===== src/rtl/load_store_unit.sv =====
// Load/store unit: executes decoded memory requests on a word-wide data bus.
// Build option LSU_MISALIGN_TRAP_EN: misaligned requests are reported instead of force-aligned.
module load_store_unit #(
   parameter int ADDR_W = 32
) (
   input  logic              clk,
   input  logic              rst_n,
   input  logic              req_valid,
   output logic              req_ready,
   input  logic              req_load,
   input  logic              req_store,
   input  logic [1:0]        req_len,
   input  logic              req_sign,
   input  logic [ADDR_W-1:0] req_addr,
   input  logic [31:0]       req_wdata,
   output logic              rsp_valid,
   output logic [31:0]       rsp_rdata,
   output logic              rsp_misalign,
   output logic              mem_valid,
   input  logic              mem_ready,
   output logic              mem_we,
   output logic [ADDR_W-1:0] mem_addr,
   output logic [3:0]        mem_wstrb,
   output logic [31:0]       mem_wdata,
   input  logic              mem_rvalid,
   input  logic [31:0]       mem_rdata
);

   typedef enum logic [1:0] {IDLE, ADDR, WAIT_R, RESP} state_t;

   state_t            state_q, state_d;
   logic [ADDR_W-1:0] mem_addr_q, mem_addr_d;
   logic              mem_we_q, mem_we_d;
   logic [3:0]        mem_wstrb_q, mem_wstrb_d;
   logic [31:0]       mem_wdata_q, mem_wdata_d;
   logic [1:0]        len_q, len_d;
   logic              sign_q, sign_d;
   logic [1:0]        off_q, off_d;
   logic [31:0]       rdata_q, rdata_d;
`ifdef LSU_MISALIGN_TRAP_EN
   logic              misalign_q, misalign_d;
   logic              req_misalign;
`endif

   logic              accept;
   logic              has_access;
   logic              capture;
   logic [1:0]        req_off;
   logic [3:0]        req_wstrb;
   logic [31:0]       req_wdata_rep;

   // Lane extraction plus sign/zero extension of a returned bus word.
   function automatic logic [31:0] extract(input logic [31:0] word, input logic [1:0] len,
                                           input logic sign, input logic [1:0] off);
      logic [31:0] byte_sh;
      logic [31:0] half_sh;
      byte_sh = word >> {off, 3'b000};
      half_sh = word >> {off[1], 4'b0000};
      if (len[1])
         return word;
      else if (len[0])
         return {{16{sign & half_sh[15]}}, half_sh[15:0]};
      else
         return {{24{sign & byte_sh[7]}}, byte_sh[7:0]};
   endfunction

   assign accept     = req_valid & req_ready;
   assign has_access = req_load | req_store;
   assign capture    = ~mem_we_q & mem_rvalid &
                       (((state_q == ADDR) & mem_ready) | (state_q == WAIT_R));

`ifdef LSU_MISALIGN_TRAP_EN
   assign req_misalign = (req_len == 2'b01 & req_addr[0]) | (req_len[1] & (|req_addr[1:0]));
`endif

   // Misaligned offsets collapse onto the containing aligned half/word.
   always_comb begin
      if (req_len[1])
         req_off = 2'b00;
      else if (req_len[0])
         req_off = {req_addr[1], 1'b0};
      else
         req_off = req_addr[1:0];
   end

   always_comb begin
      // NOTE: every comb output gets a default first so no path can infer a latch.
      req_wstrb     = 4'b0000;
      req_wdata_rep = req_wdata;
      if (req_len == 2'b01)
         req_wdata_rep = {2{req_wdata[15:0]}};
      else if (req_len == 2'b00)
         req_wdata_rep = {4{req_wdata[7:0]}};
      if (req_store) begin
         if (req_len[1])
            req_wstrb = 4'b1111;
         else if (req_len[0])
            req_wstrb = 4'b0011 << req_off;
         else
            req_wstrb = 4'b0001 << req_off;
      end
   end

   // Request latch and load-data capture.
   always_comb begin
      mem_addr_d  = mem_addr_q;
      mem_we_d    = mem_we_q;
      mem_wstrb_d = mem_wstrb_q;
      mem_wdata_d = mem_wdata_q;
      len_d       = len_q;
      sign_d      = sign_q;
      off_d       = off_q;
      rdata_d     = rdata_q;
`ifdef LSU_MISALIGN_TRAP_EN
      misalign_d  = misalign_q;
`endif
      if (accept) begin
         mem_addr_d  = {req_addr[ADDR_W-1:2], 2'b00};
         mem_we_d    = req_store;
         mem_wstrb_d = req_wstrb;
         mem_wdata_d = req_wdata_rep;
         len_d       = req_len;
         sign_d      = req_sign;
         off_d       = req_off;
         if (!has_access)
            rdata_d = '0;
`ifdef LSU_MISALIGN_TRAP_EN
         misalign_d  = has_access & req_misalign;
`endif
      end
      if (capture)
         rdata_d = extract(mem_rdata, len_q, sign_q, off_q);
   end

   always_ff @(posedge clk or negedge rst_n) begin
      if (!rst_n)
         state_q <= IDLE;
      else
         // NOTE: sequential state uses non-blocking assignment so all flops sample together.
         state_q <= state_d;
   end

   always_comb begin
      state_d = state_q;
      case (state_q)
         IDLE:
            if (accept) begin
               if (!has_access)
                  state_d = RESP;
`ifdef LSU_MISALIGN_TRAP_EN
               else if (req_misalign)
                  state_d = RESP;
`endif
               else
                  state_d = ADDR;
            end
         ADDR:
            if (mem_ready)
               state_d = (mem_we_q || mem_rvalid) ? RESP : WAIT_R;
         WAIT_R:
            if (mem_rvalid)
               state_d = RESP;
         RESP:    state_d = IDLE;
         default: state_d = IDLE;
      endcase
   end

   always_comb begin
      req_ready = (state_q == IDLE);
      mem_valid = (state_q == ADDR);
      rsp_valid = (state_q == RESP);
`ifdef LSU_MISALIGN_TRAP_EN
      rsp_misalign = (state_q == RESP) & misalign_q;
`else
      rsp_misalign = 1'b0;
`endif
   end

   always_ff @(posedge clk or negedge rst_n) begin
      if (!rst_n) begin
         mem_addr_q  <= '0;
         mem_we_q    <= 1'b0;
         mem_wstrb_q <= 4'b0000;
         mem_wdata_q <= '0;
         len_q       <= 2'b00;
         sign_q      <= 1'b0;
         off_q       <= 2'b00;
         rdata_q     <= '0;
`ifdef LSU_MISALIGN_TRAP_EN
         misalign_q  <= 1'b0;
`endif
      end else begin
         mem_addr_q  <= mem_addr_d;
         mem_we_q    <= mem_we_d;
         mem_wstrb_q <= mem_wstrb_d;
         mem_wdata_q <= mem_wdata_d;
         len_q       <= len_d;
         sign_q      <= sign_d;
         off_q       <= off_d;
         rdata_q     <= rdata_d;
`ifdef LSU_MISALIGN_TRAP_EN
         misalign_q  <= misalign_d;
`endif
      end
   end

   assign mem_addr  = mem_addr_q;
   assign mem_we    = mem_we_q;
   assign mem_wstrb = mem_wstrb_q;
   assign mem_wdata = mem_wdata_q;
   assign rsp_rdata = rdata_q;

endmodule


===== config.mk =====
export PLATFORM = sky130hd
export DESIGN_NAME = load_store_unit
export DESIGN_NICKNAME = d
export VERILOG_FILES = /design/src/rtl/load_store_unit.sv
export SDC_FILE = /design/constraint.sdc
export NUM_CORES = 1
export LEC_CHECK = 0
export ABC_AREA = 1
export CORE_MARGIN = 8
export CORE_UTILIZATION = 40
export CTS_CLUSTER_DIAMETER = 50
export DETAILED_ROUTE_END_ITERATION = 8
export PLACE_DENSITY = 0.76
export SYNTH_ARGS = -nofsm -noshare
export SYNTH_HDL_FRONTEND = slang
export SYNTH_SLANG_ARGS = --single-unit
export TNS_END_PERCENT = 100

===== constraint.sdc =====
create_clock -name clk -period 2.55 [get_ports clk]
set_input_delay 0.765 -clock clk [delete_from_list [all_inputs] [get_ports clk]]
set_output_delay 0.765 -clock clk [all_outputs]
set_load 0.05 [all_outputs]

==> impl_metrics.py <==
metrics = {
    "cts": {
        "postCtsResizedCells": 0,
        "htree_levels": 3,
        "clk-insertion-delay-late_ns": 0.35,
        "cts_buffers": 9,
        "path_clk_slew_ns": 0.07,
        "cts.sink_count": 106,
        "cts_root_buf": "clkbuf_16",
        "cts_hold_buffers": 0,
        "tritoncts": "built",
        "postCtsSetupRepairBufs": 0,
        "clockBufferDepth": 2,
    },
    "floorplanning": {
        "fp.dieH_um": 128,
        "die_area_sq_um": 16500,
        "die_width_um": 128,
        "io_pins": 211,
        "rows": 41,
        "core_sq_um": 12500,
        "initial_core_util_pct": 40.6,
    },
    "finish": {
        "area_growth_pct": 49.4,
        "nets": 961,
        "antenna_cells": 0,
        "final_layout_size_suffix_gt1_share_pct": 5.39,
        "fin_util_pct": 60.6,
    },
    "timing": {
        "layout_min_cycle_time_ns": 2.34,
        "finClkSkew_ns": 0.00606,
        "tightest_slew_ns": 0.567,
        "finalCritPeriodShare_pct": 91.6,
        "tns_ns": 0,
        "drv_slew": 0,
        "setup_viol": 0,
        "finalHoldViolations": 0,
        "max_freq_mhz": 428,
        "timing.slew.headroom_pct": 62.1,
        "rsz0062_at_grt": "no",
    },
    "pwr": {
        "switching_share_pct": 51.3,
        "peakVddDrop_mv": 0.917,
        "p_sw_uw": 5480,
        "clockPowerShare_pct": 12.0,
        "power.leakage_uw": 0.00361,
        "intPower_uw": 5190,
        "p_seq_share_pct": 27.7,
        "power_density_nw_per_um2": 1410,
        "combPwrFrac_pct": 60.3,
    },
    "status": {
        "outcome": "completed",
    },
    "yosys": {
        "yosys-top-cells-area": "dfrtp_1, nand2_1, nor2_1",
        "synth.avg_cell_area_sq_um": 7.72,
        "synth_top_area_cell": "dfrtp_1",
        "yosys_register_bits": 106,
        "synthDistinctLibCells": 26,
        "synth_top_cell_area_share_pct": 52.5,
        "synth_edf_count": 0,
        "ys.flop_type": "dfrtp_1",
        "synth_warnings": 0,
        "yosysSeqAreaShare_pct": 52.5,
        "syn_area_sq_um": 5060,
        "synthCells": 655,
        "async_reset_ff_share_pct": 100,
    },
    "worst_setup_path": {
        "slowest_delay_ns": 0.86,
        "path_class": "reg -> out",
        "path_max_fanout": 2,
        "endpoint_kind": "primary output",
        "crit_chain": "clkdlybuf4s50_1",
        "worstPathArrival_ns": 1.57,
        "cp-start-kind": "flip-flop",
        "crit_path_top_delay_cell": "clkdlybuf4s50_1",
        "cp_top_family": "buffers and inverters",
        "crit_buf_inv": 1,
        "cp.required_ns": 1.79,
    },
    "route": {
        "num_vias": 4959,
        "drt-total-wl_um": 16600,
        "via_per_inst": 4.84,
        "firstDrtPassIters": 4,
        "postRouteAntennaNets": 0,
        "drt-wirelength-per-cell_um": 16.2,
        "drt_iter0_drc": 309,
        "drc": 0,
    },
    "global_route": {
        "grt-ovfl-total": 0,
        "grt_pass1_vias": 5059,
        "grt_max_degree": 67,
        "antenna_found_initial": 0,
        "grt_pass1_wl_um": 26300,
        "grt_usage_pct": 20.4,
    },
    "placement": {
        "place.port_buffers": 207,
        "gp_congestion": 0.824,
        "dpl.hpwl_um": 12100,
    },
    "worst_hold_path": {
        "hold_path_class": "in -> async",
    },
    "job": {
        "cap_violations": 0,
    },
}
## worst paths after layout
kind | slack, ns | start | to | cells after the start
setup / recovery | 0.21 | mem_wdata[30] | mem_wdata[30] | 1
hold / removal | 0.32 | rst_n | rsp_rdata[9] | 1
setup reg to reg | 0.81 | state_q[0] | rsp_rdata[12] | 9
hold reg to reg | 0.48 | rsp_rdata[27] | rsp_rdata[27] | 2
max in group asynchronous | 1.58 | rst_n | mem_addr[11] | 2
min in group clk | 0.48 | rsp_rdata[27] | rsp_rdata[27] | 2
## registers in the layout (all words and copies together), names as in the netlist
name,cells
mem_wdata,32
rsp_rdata,32
mem_addr,30
mem_wstrb,4
len_q,2
off_q,2
state_q,2
mem_we,1
sign_q,1
## routing by layer
metal	up-vias	routed length, um	GRT usage [%]
met5	-	0	0
met4	0	299	8.04
met3	21	2030	9.68
met2	186	7480	31.4
met1	2308	6760	24.3
li1	2444	-	-
## final cells by class
cell class	count	area [sq um]
Clock buffer	11	243
Clock inverter	3	17.5
Fill cell	1127	4910
Inverter	30	113
Multi-Input combinational cell	482	2100
Sequential cell	106	2650
Tap cell	172	215
Timing Repair Buffer	221	2220
## synth_stat cells (2+ instances only)
cell	number
inv_1	24
o21bai_1	2
a21oi_1	38
nor2_1	71
buf_6	3
buf_1	2
a31oi_1	8
nand2_2	2
dfrtp_1	106
o211ai_1	6
inv_2	5
o21ai_0	28
clkbuf_1	15
nand3_1	13
buf_4	5
buf_2	14
nand2_1	291
a41oi_1	8
ha_1	5
nand2_4	3
## per-stage QoR
step	cell area, sq um	std cells	hold WS [ns]	power, uW	worst slack [ns]
floorplan	5060	657	0.469	7200	0.626
global placement	7290	1011	0.461	9380	0.351
detailed placement	7290	1011	0.464	9440	0.273
CTS	7550	1025	0.323	10800	0.193
global route	7550	1025	0.335	11300	0.147
finish	7550	1025	0.323	10700	0.215
## cells in the final DEF (no fill, tap or decap), types with 3 or more instances in the layout
cell             instances
nor2_1                  71
buf_12                   4
a41oi_1                  8
a31oi_1                  8
ha_1                     5
buf_4                   14
inv_1                   23
nand2_4                  3
dfrtp_1                106
clkdlybuf4s50_1        203
nand2_2                  3
a21oi_1                 38
o21ai_0                 28
nand2_1                290
nand3_1                 13
o211ai_1                 6
inv_2                    6
clkbuf_16                9
conb_1                   3
## power by group through the flow
| stage | sequential, uW | combinational (uW) | clock (uW) |
|---|---|---|---|
| after floorplan | 5330 | 1870 | 0 |
| after global placement | 2940 | 6440 | 0 |
| after detailed placement | 2950 | 6490 | 0 |
| after CTS | 2960 | 6500 | 1320 |
| after global routing | 3060 | 6900 | 1360 |
| final | 2950 | 6430 | 1280 |
## logic make-up (layout without fill, tap and decap cells)
logic type / Yosys count / count (layout) / synth area share, %
buffers and inverters: 69 / 265 / 6.29
other: 1 / 3 / 0.0742
DFF: 106 / 106 / 52.5
AOI/OAI and AO/OA: 91 / 91 / 10.4
and+or+nand+nor: 383 / 383 / 29.5
adders and majority gates: 5 / 5 / 1.24
No activity file was read; power rests on OpenSTA's default activity.
